===== src/rtl/muldiv_unit.sv =====
// muldiv_unit: multi-cycle multiply/divide unit holding the architectural HI/LO
// registers. MULT/MULTU use iterative shift-add and DIV/DIVU use restoring
// division, one bit per cycle. A sign fix-up cycle follows. MTHI/MTLO write
// HI/LO directly.
// Optional feature macro: MULDIV_FAST_MUL_EN. When it is defined, multiplies use
// a single-cycle combinational multiplier and skip the iteration phase.
// Ports:
//   Clk, Reset          clock (rising edge); async active-low reset
//   Start, Op           launch request and opcode (0 MULT, 1 MULTU, 2 DIV,
//                       3 DIVU, 4 MTHI, 5 MTLO, 6-7 no-op)
//   DataIn1, DataIn2    rs / rt operands
//   Flush               abort the operation in flight
//   Busy, Done, DivZero status: engine active, result pulse, zero-divisor pulse
//   Hi, Lo              architectural HI / LO registers
module muldiv_unit #(
    parameter int unsigned WIDTH = 32,
    parameter int unsigned CNT_W = 6
) (
    input  logic             Clk,
    input  logic             Reset,
    input  logic             Start,
    input  logic [2:0]       Op,
    input  logic [WIDTH-1:0] DataIn1,
    input  logic [WIDTH-1:0] DataIn2,
    input  logic             Flush,
    output logic             Busy,
    output logic             Done,
    output logic             DivZero,
    output logic [WIDTH-1:0] Hi,
    output logic [WIDTH-1:0] Lo
);
    localparam int unsigned W2 = 2 * WIDTH;

    typedef enum logic [1:0] {
        S_IDLE = 2'd0,
        S_CALC = 2'd1,
        S_FIX  = 2'd2
    } state_e;

    state_e           state_q, state_d;
    logic [CNT_W-1:0] cnt_q, cnt_d;
    logic [WIDTH-1:0] acc_q, acc_d;     // product upper half / partial remainder
    logic [WIDTH-1:0] wrk_q, wrk_d;     // multiplier bits / dividend->quotient bits
    logic [WIDTH-1:0] mag_q, mag_d;     // multiplicand or divisor magnitude
    logic [WIDTH-1:0] raw1_q, raw1_d;   // unmodified dividend for the divide-by-zero result
    logic [WIDTH-1:0] hi_q, hi_d;
    logic [WIDTH-1:0] lo_q, lo_d;
    logic             is_div_q, is_div_d;
    logic             neg_res_q, neg_res_d;
    logic             neg_rem_q, neg_rem_d;
    logic             dz_q, dz_d;
    logic             busy_q, busy_d;
    logic             done_q, done_d;
    logic             divzero_q, divzero_d;

    logic             accept_c;
    logic             arith_c;
    logic             a_neg_c;
    logic             b_neg_c;
    logic [WIDTH-1:0] a_mag_c;
    logic [WIDTH-1:0] b_mag_c;
    logic [WIDTH:0]   mul_sum_c;
    logic [WIDTH:0]   div_shift_c;
    logic [WIDTH:0]   div_diff_c;
    logic [W2-1:0]    prod_c;

    // Operand magnitudes and single-step arithmetic for both engines
    always_comb begin : step_logic
        accept_c    = Start && !Flush && (state_q == S_IDLE);
        arith_c     = !Op[2];
        a_neg_c     = !Op[0] && DataIn1[WIDTH-1];
        b_neg_c     = !Op[0] && DataIn2[WIDTH-1];
        a_mag_c     = a_neg_c ? (~DataIn1 + WIDTH'(1)) : DataIn1;
        b_mag_c     = b_neg_c ? (~DataIn2 + WIDTH'(1)) : DataIn2;
        mul_sum_c   = {1'b0, acc_q} + (wrk_q[0] ? {1'b0, mag_q} : '0);
        div_shift_c = {acc_q, wrk_q[WIDTH-1]};
        // Top bit set means the trial subtraction borrowed (quotient bit 0)
        div_diff_c  = div_shift_c - {1'b0, mag_q};
        prod_c      = neg_res_q ? (~{acc_q, wrk_q} + W2'(1)) : {acc_q, wrk_q};
    end

    // State register
    always_ff @(posedge Clk or negedge Reset) begin
        if (!Reset) begin
            state_q <= S_IDLE;
        end else begin
            state_q <= state_d;
        end
    end

    // Next-state logic; Flush overrides everything
    always_comb begin : next_state
        state_d = state_q;
        case (state_q)
            S_IDLE: begin
                if (accept_c && arith_c) begin
`ifdef MULDIV_FAST_MUL_EN
                    state_d = Op[1] ? S_CALC : S_FIX;
`else
                    state_d = S_CALC;
`endif
                end
            end
            S_CALC: begin
                if (cnt_q == CNT_W'(WIDTH - 1)) begin
                    state_d = S_FIX;
                end
            end
            S_FIX:   state_d = S_IDLE;
            default: state_d = S_IDLE;
        endcase
        if (Flush) begin
            state_d = S_IDLE;
        end
    end

    // Datapath and output next values
    always_comb begin : outputs
        cnt_d     = cnt_q;
        acc_d     = acc_q;
        wrk_d     = wrk_q;
        mag_d     = mag_q;
        raw1_d    = raw1_q;
        hi_d      = hi_q;
        lo_d      = lo_q;
        is_div_d  = is_div_q;
        neg_res_d = neg_res_q;
        neg_rem_d = neg_rem_q;
        dz_d      = dz_q;
        done_d    = 1'b0;
        divzero_d = 1'b0;
        busy_d    = (state_d != S_IDLE);

        if (!Flush) begin
            case (state_q)
                S_IDLE: begin
                    if (accept_c) begin
                        case (Op)
                            3'd4: hi_d = DataIn1;
                            3'd5: lo_d = DataIn1;
                            3'd0, 3'd1, 3'd2, 3'd3: begin
                                is_div_d  = Op[1];
                                neg_res_d = a_neg_c ^ b_neg_c;
                                neg_rem_d = a_neg_c;
                                raw1_d    = DataIn1;
                                dz_d      = Op[1] && (DataIn2 == '0);
                                cnt_d     = '0;
                                acc_d     = '0;
                                if (Op[1]) begin
                                    mag_d = b_mag_c;
                                    wrk_d = a_mag_c;
                                end else begin
                                    mag_d = a_mag_c;
                                    wrk_d = b_mag_c;
`ifdef MULDIV_FAST_MUL_EN
                                    {acc_d, wrk_d} = W2'(a_mag_c) * W2'(b_mag_c);
`endif
                                end
                            end
                            default: ;
                        endcase
                    end
                end
                S_CALC: begin
                    cnt_d = cnt_q + CNT_W'(1);
                    if (is_div_q) begin
                        acc_d = div_diff_c[WIDTH] ? div_shift_c[WIDTH-1:0]
                                                  : div_diff_c[WIDTH-1:0];
                        wrk_d = {wrk_q[WIDTH-2:0], ~div_diff_c[WIDTH]};
                    end else begin
                        acc_d = mul_sum_c[WIDTH:1];
                        wrk_d = {mul_sum_c[0], wrk_q[WIDTH-1:1]};
                    end
                end
                S_FIX: begin
                    done_d = 1'b1;
                    if (is_div_q) begin
                        if (dz_q) begin
                            hi_d      = raw1_q;
                            lo_d      = '1;
                            divzero_d = 1'b1;
                        end else begin
                            lo_d = neg_res_q ? (~wrk_q + WIDTH'(1)) : wrk_q;
                            hi_d = neg_rem_q ? (~acc_q + WIDTH'(1)) : acc_q;
                        end
                    end else begin
                        {hi_d, lo_d} = prod_c;
                    end
                end
                default: ;
            endcase
        end
    end

    // Datapath and output registers
    always_ff @(posedge Clk or negedge Reset) begin
        if (!Reset) begin
            cnt_q     <= '0;
            acc_q     <= '0;
            wrk_q     <= '0;
            mag_q     <= '0;
            raw1_q    <= '0;
            hi_q      <= '0;
            lo_q      <= '0;
            is_div_q  <= 1'b0;
            neg_res_q <= 1'b0;
            neg_rem_q <= 1'b0;
            dz_q      <= 1'b0;
            busy_q    <= 1'b0;
            done_q    <= 1'b0;
            divzero_q <= 1'b0;
        end else begin
            cnt_q     <= cnt_d;
            acc_q     <= acc_d;
            wrk_q     <= wrk_d;
            mag_q     <= mag_d;
            raw1_q    <= raw1_d;
            hi_q      <= hi_d;
            lo_q      <= lo_d;
            is_div_q  <= is_div_d;
            neg_res_q <= neg_res_d;
            neg_rem_q <= neg_rem_d;
            dz_q      <= dz_d;
            busy_q    <= busy_d;
            done_q    <= done_d;
            divzero_q <= divzero_d;
        end
    end

    assign Busy    = busy_q;
    assign Done    = done_q;
    assign DivZero = divzero_q;
    assign Hi      = hi_q;
    assign Lo      = lo_q;

endmodule


===== config.mk =====
export PLATFORM = sky130hd
export DESIGN_NAME = muldiv_unit
export DESIGN_NICKNAME = d
export VERILOG_FILES = /design/src/rtl/muldiv_unit.sv
export SDC_FILE = /design/constraint.sdc
export NUM_CORES = 1
export LEC_CHECK = 0
export ABC_CLOCK_PERIOD_IN_PS = 9600
export BUFFER_PORTS_ARGS = -buffer_cell sky130_fd_sc_hd__buf_2
export CAP_MARGIN = 20
export CORE_ASPECT_RATIO = 0.6
export CORE_MARGIN = 2
export CORE_UTILIZATION = 49
export DETAILED_ROUTE_END_ITERATION = 8
export PLACE_DENSITY = 0.72
export SLEW_MARGIN = 10
export SYNTH_ARGS = -nofsm -noshare
export SYNTH_HDL_FRONTEND = slang
export SYNTH_SLANG_ARGS = --single-unit

===== constraint.sdc =====
create_clock -name Clk -period 9.6 [get_ports Clk]
set_input_delay 1.44 -clock Clk [delete_from_list [all_inputs] [get_ports Clk]]
set_output_delay 1.44 -clock Clk [all_outputs]
set_load 0.005 [all_outputs]

==> results of run 1 <==
[layer usage]
layer	global-route usage	vias to the layer above	part of all wire
met3	0.112	137	0.16
met2	0.453	1197	0.38
li1	-	8037	-
met1	0.524	8464	0.43
met5	0.0201	-	0.0018
met4	0.103	4	0.032
[cells in the mapped netlist, drive strengths merged, types with 19 or more instances]
cell type,instances,area share
nor4,19,0.0069
o211ai,37,0.016
xor2,58,0.029
mux2i,79,0.046
dfrtp,207,0.30
buf,27,0.0095
nor2,197,0.043
xnor2,121,0.061
clkbuf,136,0.032
nand2,305,0.066
o31ai,29,0.013
o22ai,39,0.014
a31oi,24,0.0087
or3,19,0.0072
a21oi,206,0.060
ha,69,0.050
nor3,40,0.012
a21o,44,0.019
inv,64,0.014
o21ai,222,0.065
nand3,54,0.016
[stage by stage]
stage / setup slack, ns / instances / power [uW] / instance area (um2) / utilization
after floorplan: 5.84 / 2241 / 3380 / 17300 / -
after global placement: 5.22 / 2707 / 4150 / 18000 / 0.517
after detailed placement: 5.06 / 2707 / 4210 / 18000 / 0.517
after CTS: 5.21 / 2746 / 5070 / 18700 / 0.537
after global routing: 4.83 / 2749 / 5500 / 18800 / 0.539
final: 5.09 / 2750 / 5190 / 18800 / 0.539
[registers in the layout, indices dropped and copies added, names as in the netlist]
signal / count
Busy: 1
DivZero: 1
Done: 1
Hi: 32
Lo: 32
acc_q: 32
cnt_q: 6
dz_q: 1
is_div_q: 1
mag_q: 32
neg_rem_q: 1
neg_res_q: 1
raw1_q: 32
state_q: 2
wrk_q: 32
[critical path: cells and delay by family (launching register included)]
kind | cells | cell delay (ns)
multiplexers | 1 | 0.37
flip-flops | 1 | 0.49
buffers and inverters | 3 | 0.68
AO/OA/AOI/OAI | 5 | 1.45
AND/OR/NAND/NOR | 3 | 0.72
adder cells (fa/ha/maj) | 2 | 0.63
[cell usage in the layout (no fill, tap or decap), types with 7 or more instances in the layout]
master	synthesis	layout
a31oi_1	24	24
mux2i_1	79	79
nand3_1	54	53
xnor2_1	121	121
nand2b_1	17	15
mux2_2	7	7
a21o_1	44	44
nor2b_1	16	15
and2_1	8	8
xor2_1	58	58
o41ai_1	9	9
inv_1	64	64
dfrtp_1	207	205
a211oi_1	14	14
o21a_1	18	18
nor4_1	19	19
ha_1	69	69
clkbuf_16	0	22
nand2_1	305	305
a211o_1	7	7
nor2_1	197	195
or4_1	13	13
o22ai_1	39	39
o21ai_0	218	218
o31ai_1	28	28
buf_4	0	27
a22oi_1	13	13
buf_2	2	136
o211ai_1	37	37
a21oi_1	206	206
nand4_1	15	15
clkbuf_1	129	7
or3_1	18	18
nor3_1	40	40
and3_1	13	12
or2_2	13	13
[report_power, final]
part	internal (uW)	switching [uW]	total [uW]
registers	1090	410	1500
logic	1140	1700	2840
clock network	461	391	852
[logic make-up after synthesis]
family	synth area share
simple gates	0.196
compound gates	0.254
buf+inv	0.0567
flops	0.300
xor+xnor	0.0909
mux	0.0504
fa+ha+maj	0.0524
[worst paths after layout]
path | from | end | slack [ns] | cells past startpoint
max | wrk_q[31]$_DFFE_PN0P_ | acc_q[16]$_DFFE_PN0P_ | 5.09 | 14
min | raw1_q[28]$_DFFE_PN0P_ | raw1_q[28]$_DFFE_PN0P_ | 0.47 | 2
max reg2reg | wrk_q[31]$_DFFE_PN0P_ | acc_q[16]$_DFFE_PN0P_ | 5.09 | 14
min reg2reg | raw1_q[28]$_DFFE_PN0P_ | raw1_q[28]$_DFFE_PN0P_ | 0.47 | 2
max in group asynchronous | Reset | is_div_q$_DFFE_PN0P_ | 7.25 | 3
min in group asynchronous | Reset | Hi[27]$_DFFE_PN0P_ | 1.01 | 1
[layout make-up]
class / count / area (um2)
diodes: 1 / 2.50
clock buffers: 30 / 591
clock inverters: 9 / 90.1
fillers: 3316 / 16100
inverters: 66 / 248
multi-input cells: 1804 / 11100
flip-flops and latches: 207 / 5180
well taps: 467 / 584
repair buffers: 166 / 953
==> metrics, run 1 <==
Post-synth EDFFs=0; Starting Density=0.495; Syn. warnings=0; remaining global-route overflow=0; Tmin final=4.51 ns; Worst Setup Path Type=register to register; Crit Path Max Fanout=13; register area share after synthesis=0.300; Fmax=0.222 GHz; Yosys reg bits=207; Die H=149 um; Min Hold Slack=0.472 ns; Hold Path Class=register to register; post-detail-place hpwl=48,300 um; initial antenna violation count=1; Max-Cap Viols=0; PwrDens=276 nW/um2; Setup violations, final=0; row count=53; Clock Skew=0.0263 ns; Ports=138; critical path startpoint category=register; post-CTS setup buffer count=0; Post-Synthesis Cells=2,241; Final Max Slew Viols=0; H-tree level count=1; CTS tree=done; Slew @ Worst Pin=1.08 ns; RSZ-0062 raised after global routing=false; Leak=0.00849 uW; syn avg cell area=7.70 um2; DR vias/cell=6.49; 1st-pass router iterations=6; area of the mapped netlist=17,300 um2; critical path's largest stage delay=0.49 ns; Critical Path RT=10.02 ns; first-pass GRT wire length=97,400 um; final cycle utilization of the critical path=0.470; outcome=finished, final reports clean; largest net degree at the start of global routing=132; vias=17,800; CP Cell Sequence=inv_1 > ha_1 > fa_1 > nor2b_1 > o2111ai_1 > a21oi_1 > o211ai_1 > a211oi_1 > nor3_1 > buf_4 > nor2_2 > buf_4 > mux2_2 > a221o_1; clock root buffer=clkbuf_16; Die Wd=246 um; DRC=0; vias in the first global route=16,000; synth unique cells=76; final wirelength=64,900 um; Die ar.=36,800 um2; fin nets=2,409; crit path DAT=4.93 ns; Syn Nets=2,383; Max transition margin=0.276; crit end category=register; setup TNS=0 ns; Area Overhead vs Synth=8.90%; Final Hold Vio Count=0; clock latency at the later pin of the worst-skew pair=0.55 ns; core area=34,900 um2; drt wl/cell=23.6 um; asr flop ratio synth=1.00; Peak VDD IR=231 uV; Num CTS Buffers=22; Total GRT Usage=0.345; Most used DFF post-synth=dfrtp_1; highest-delay cell along the critical path=dfrtp_1; Sink Count=207; layout cell share with drive strength beyond 1=0.104; GP Congestion=1.01; port bufs=137; post-cts resize count=0; initial DRC count=2,620; clk slew on worst S/H paths=0.07 ns; # hold bufs at CTS=0; Most common cell on crit path=buf_4; Detail Route Antenna Nets=0; CTS max path bufs=3
No activity file was read; power rests on OpenSTA's default activity.
==> inputs of run 2 (changes only) <==
--- a/config.mk
+++ b/config.mk
@@ -5,7 +5,7 @@
 export SDC_FILE = /design/constraint.sdc
 export NUM_CORES = 1
 export LEC_CHECK = 0
-export ABC_CLOCK_PERIOD_IN_PS = 9600
+export ABC_CLOCK_PERIOD_IN_PS = 4300
 export BUFFER_PORTS_ARGS = -buffer_cell sky130_fd_sc_hd__buf_2
 export CAP_MARGIN = 20
 export CORE_ASPECT_RATIO = 0.6
==> constraint.sdc (replaced) <==
create_clock -name Clk -period 4.3 [get_ports Clk]
set_input_delay 0.645 -clock Clk [delete_from_list [all_inputs] [get_ports Clk]]
set_output_delay 0.645 -clock Clk [all_outputs]
set_load 0.005 [all_outputs]
==> metrics, run 2 (same netlist as run 1, synthesis figures left out) <==
outcome=finished, final reports clean; 1st-pass router iterations=7; CTS tree=done; largest net degree at the start of global routing=110; finished layout cell area=19,100 um2; highest-count cells in the layout ignoring fill and taps=305 x nand2_1, 218 x o21ai_0, 206 x a21oi_1, 205 x dfrtp_1, 195 x nor2_1; crit path launch=wrk_q[31]$_DFFE_PN0P_; Final Hold Vio Count=0; Sw Pwr=5720 uW; layout cell share with drive strength beyond 1=0.118; Max transition margin=0.244; Leak=0.00867 uW; Net Sw Frac=0.479; critical path startpoint category=register; Flop pwr share=0.274; drt wl/cell=24.5 um; crit path DAT=4.32 ns; Area Overhead vs Synth=10.5%; Slew @ Worst Pin=1.13 ns; Max-Cap Viols=0; total power=11,900 uW; port bufs=137; Die ar.=36,800 um2; Detail Route Antenna Nets=0; Critical Path RT=4.70 ns; Die Wd=246 um; Ports=138; vias in the first global route=16,400; initial DRC count=2,687; Clock Skew=0.0224 ns; Sink Count=207; Setup violations, final=0; Combinational Power Share=0.555; Die H=149 um; final cycle utilization of the critical path=0.912; Fmax=0.255 GHz; Num CTS Buffers=22; post-cts resize count=0; Placed Cells=2,741; fin nets=2,441; DR vias/cell=6.52; GP Congestion=1.00; Placed Area=18,300 um2; vias=18,100; core area=34,900 um2; initial antenna violation count=1; clk slew on worst S/H paths=0.07 ns; clock latency at the later pin of the worst-skew pair=0.55 ns; Starting Density=0.495; H-tree level count=1; Final Max Slew Viols=0; CTS max path bufs=3; Crit Path Max Fanout=13; setup TNS=0 ns; DP Worst Slack=0.436 ns; PwrDens=626 nW/um2; crit end category=register; DRC=0; clock root buffer=clkbuf_16; Total GRT Usage=0.364; Clk network pwr share=0.172; remaining global-route overflow=0; Tmin final=3.92 ns; fin cells=2,782; Hold Path Class=primary input to asynchronous set/reset pin; Worst Setup Path Type=register to register; worst setup margin=0.378 ns; first-pass GRT wire length=102,000 um; # hold bufs at CTS=0; Fillers=3,312; post-CTS setup buffer count=0; RSZ-0062 raised after global routing=false; commonest non-fill, non-tap cell in the layout=nand2_1; row count=53; Internal Pwr Total=6210 uW; final wirelength=68,100 um; Peak VDD IR=287 uV; post-detail-place hpwl=51,700 um; R2R Path Start=wrk_q[31]$_DFFE_PN0P_
==> run 2: cell count changes in the layout (fill, tap and decap cells not counted), sizes merged <==
cell	previous run	this run
buf	166	198
bufinv	1	2
clkbuf	30	29
clkinv	8	7
inv	64	65
==> run 2: power groups by stage <==
stage          clock network (uW)  registers (uW)  logic [uW]
6_report                     2050            3270        6620
5_1_grt                      2120            3310        7180
4_1_cts                      2040            3210        6390
3_5_place_dp                    0            3240        6340
3_3_place_gp                    0            3220        6260
2_1_floorplan                   0            2860        4690
==> run 2: path summary, 6_finish.rpt <==
| check | end | slack (ns) | depth (start not counted) |
|---|---|---|---|
| max in group asynchronous | mag_q[12]$_DFFE_PN0P_ | 3.11 | 2 |
| max reg2reg | acc_q[25]$_DFFE_PN0P_ | 0.38 | 14 |
| min | raw1_q[25]$_DFFE_PN0P_ | 0.15 | 1 |
| min reg2reg | Hi[29]$_DFFE_PN0P_ | 0.48 | 2 |
| min in group Clk | raw1_q[22]$_DFFE_PN0P_ | 0.39 | 3 |
| max | acc_q[25]$_DFFE_PN0P_ | 0.38 | 14 |
==> run 2: layout make-up <==
cell class                      count  area, um2  share of cell area
Antenna cell                        1       2.50            0.000131
Clock buffer                       29        638              0.0335
Clock inverter                     10        109             0.00571
Inverter                           66        248              0.0130
Multi-Input combinational cell   1804      11100               0.584
Sequential cell                   207       5180               0.272
Tap cell                          467        584              0.0306
Timing Repair Buffer              198       1160              0.0610
==> run 2: metrics by stage <==
stage | util | hold WS (ns)
after global routing | 0.546 | 0.228
after detailed placement | 0.525 | 0.461
after floorplan | - | 0.349
after CTS | 0.546 | 0.214
after global placement | 0.525 | 0.458
final | 0.547 | 0.146
==> run 2: routing by layer <==
| metal | up-vias | share of wire | global-route usage |
|---|---|---|---|
| met3 | 137 | 0.15 | 0.129 |
| met1 | 8648 | 0.44 | 0.561 |
| met2 | 1229 | 0.37 | 0.460 |
| li1 | 8109 | - | - |
| met5 | - | 0.0015 | 0.0201 |
| met4 | 2 | 0.033 | 0.105 |
==> run 2: critical path, stage by stage (launching register included) <==
cell	delay (ns)
dfrtp_1	0.51
inv_1	0.10
ha_1	0.24
fa_1	0.38
nor2b_1	0.23
o2111ai_1	0.20
a21oi_1	0.26
o211ai_1	0.21
a211oi_1	0.40
nor3_1	0.15
buf_2	0.22
nor2_2	0.16
buf_4	0.30
mux2i_1	0.26
o221ai_1	0.13
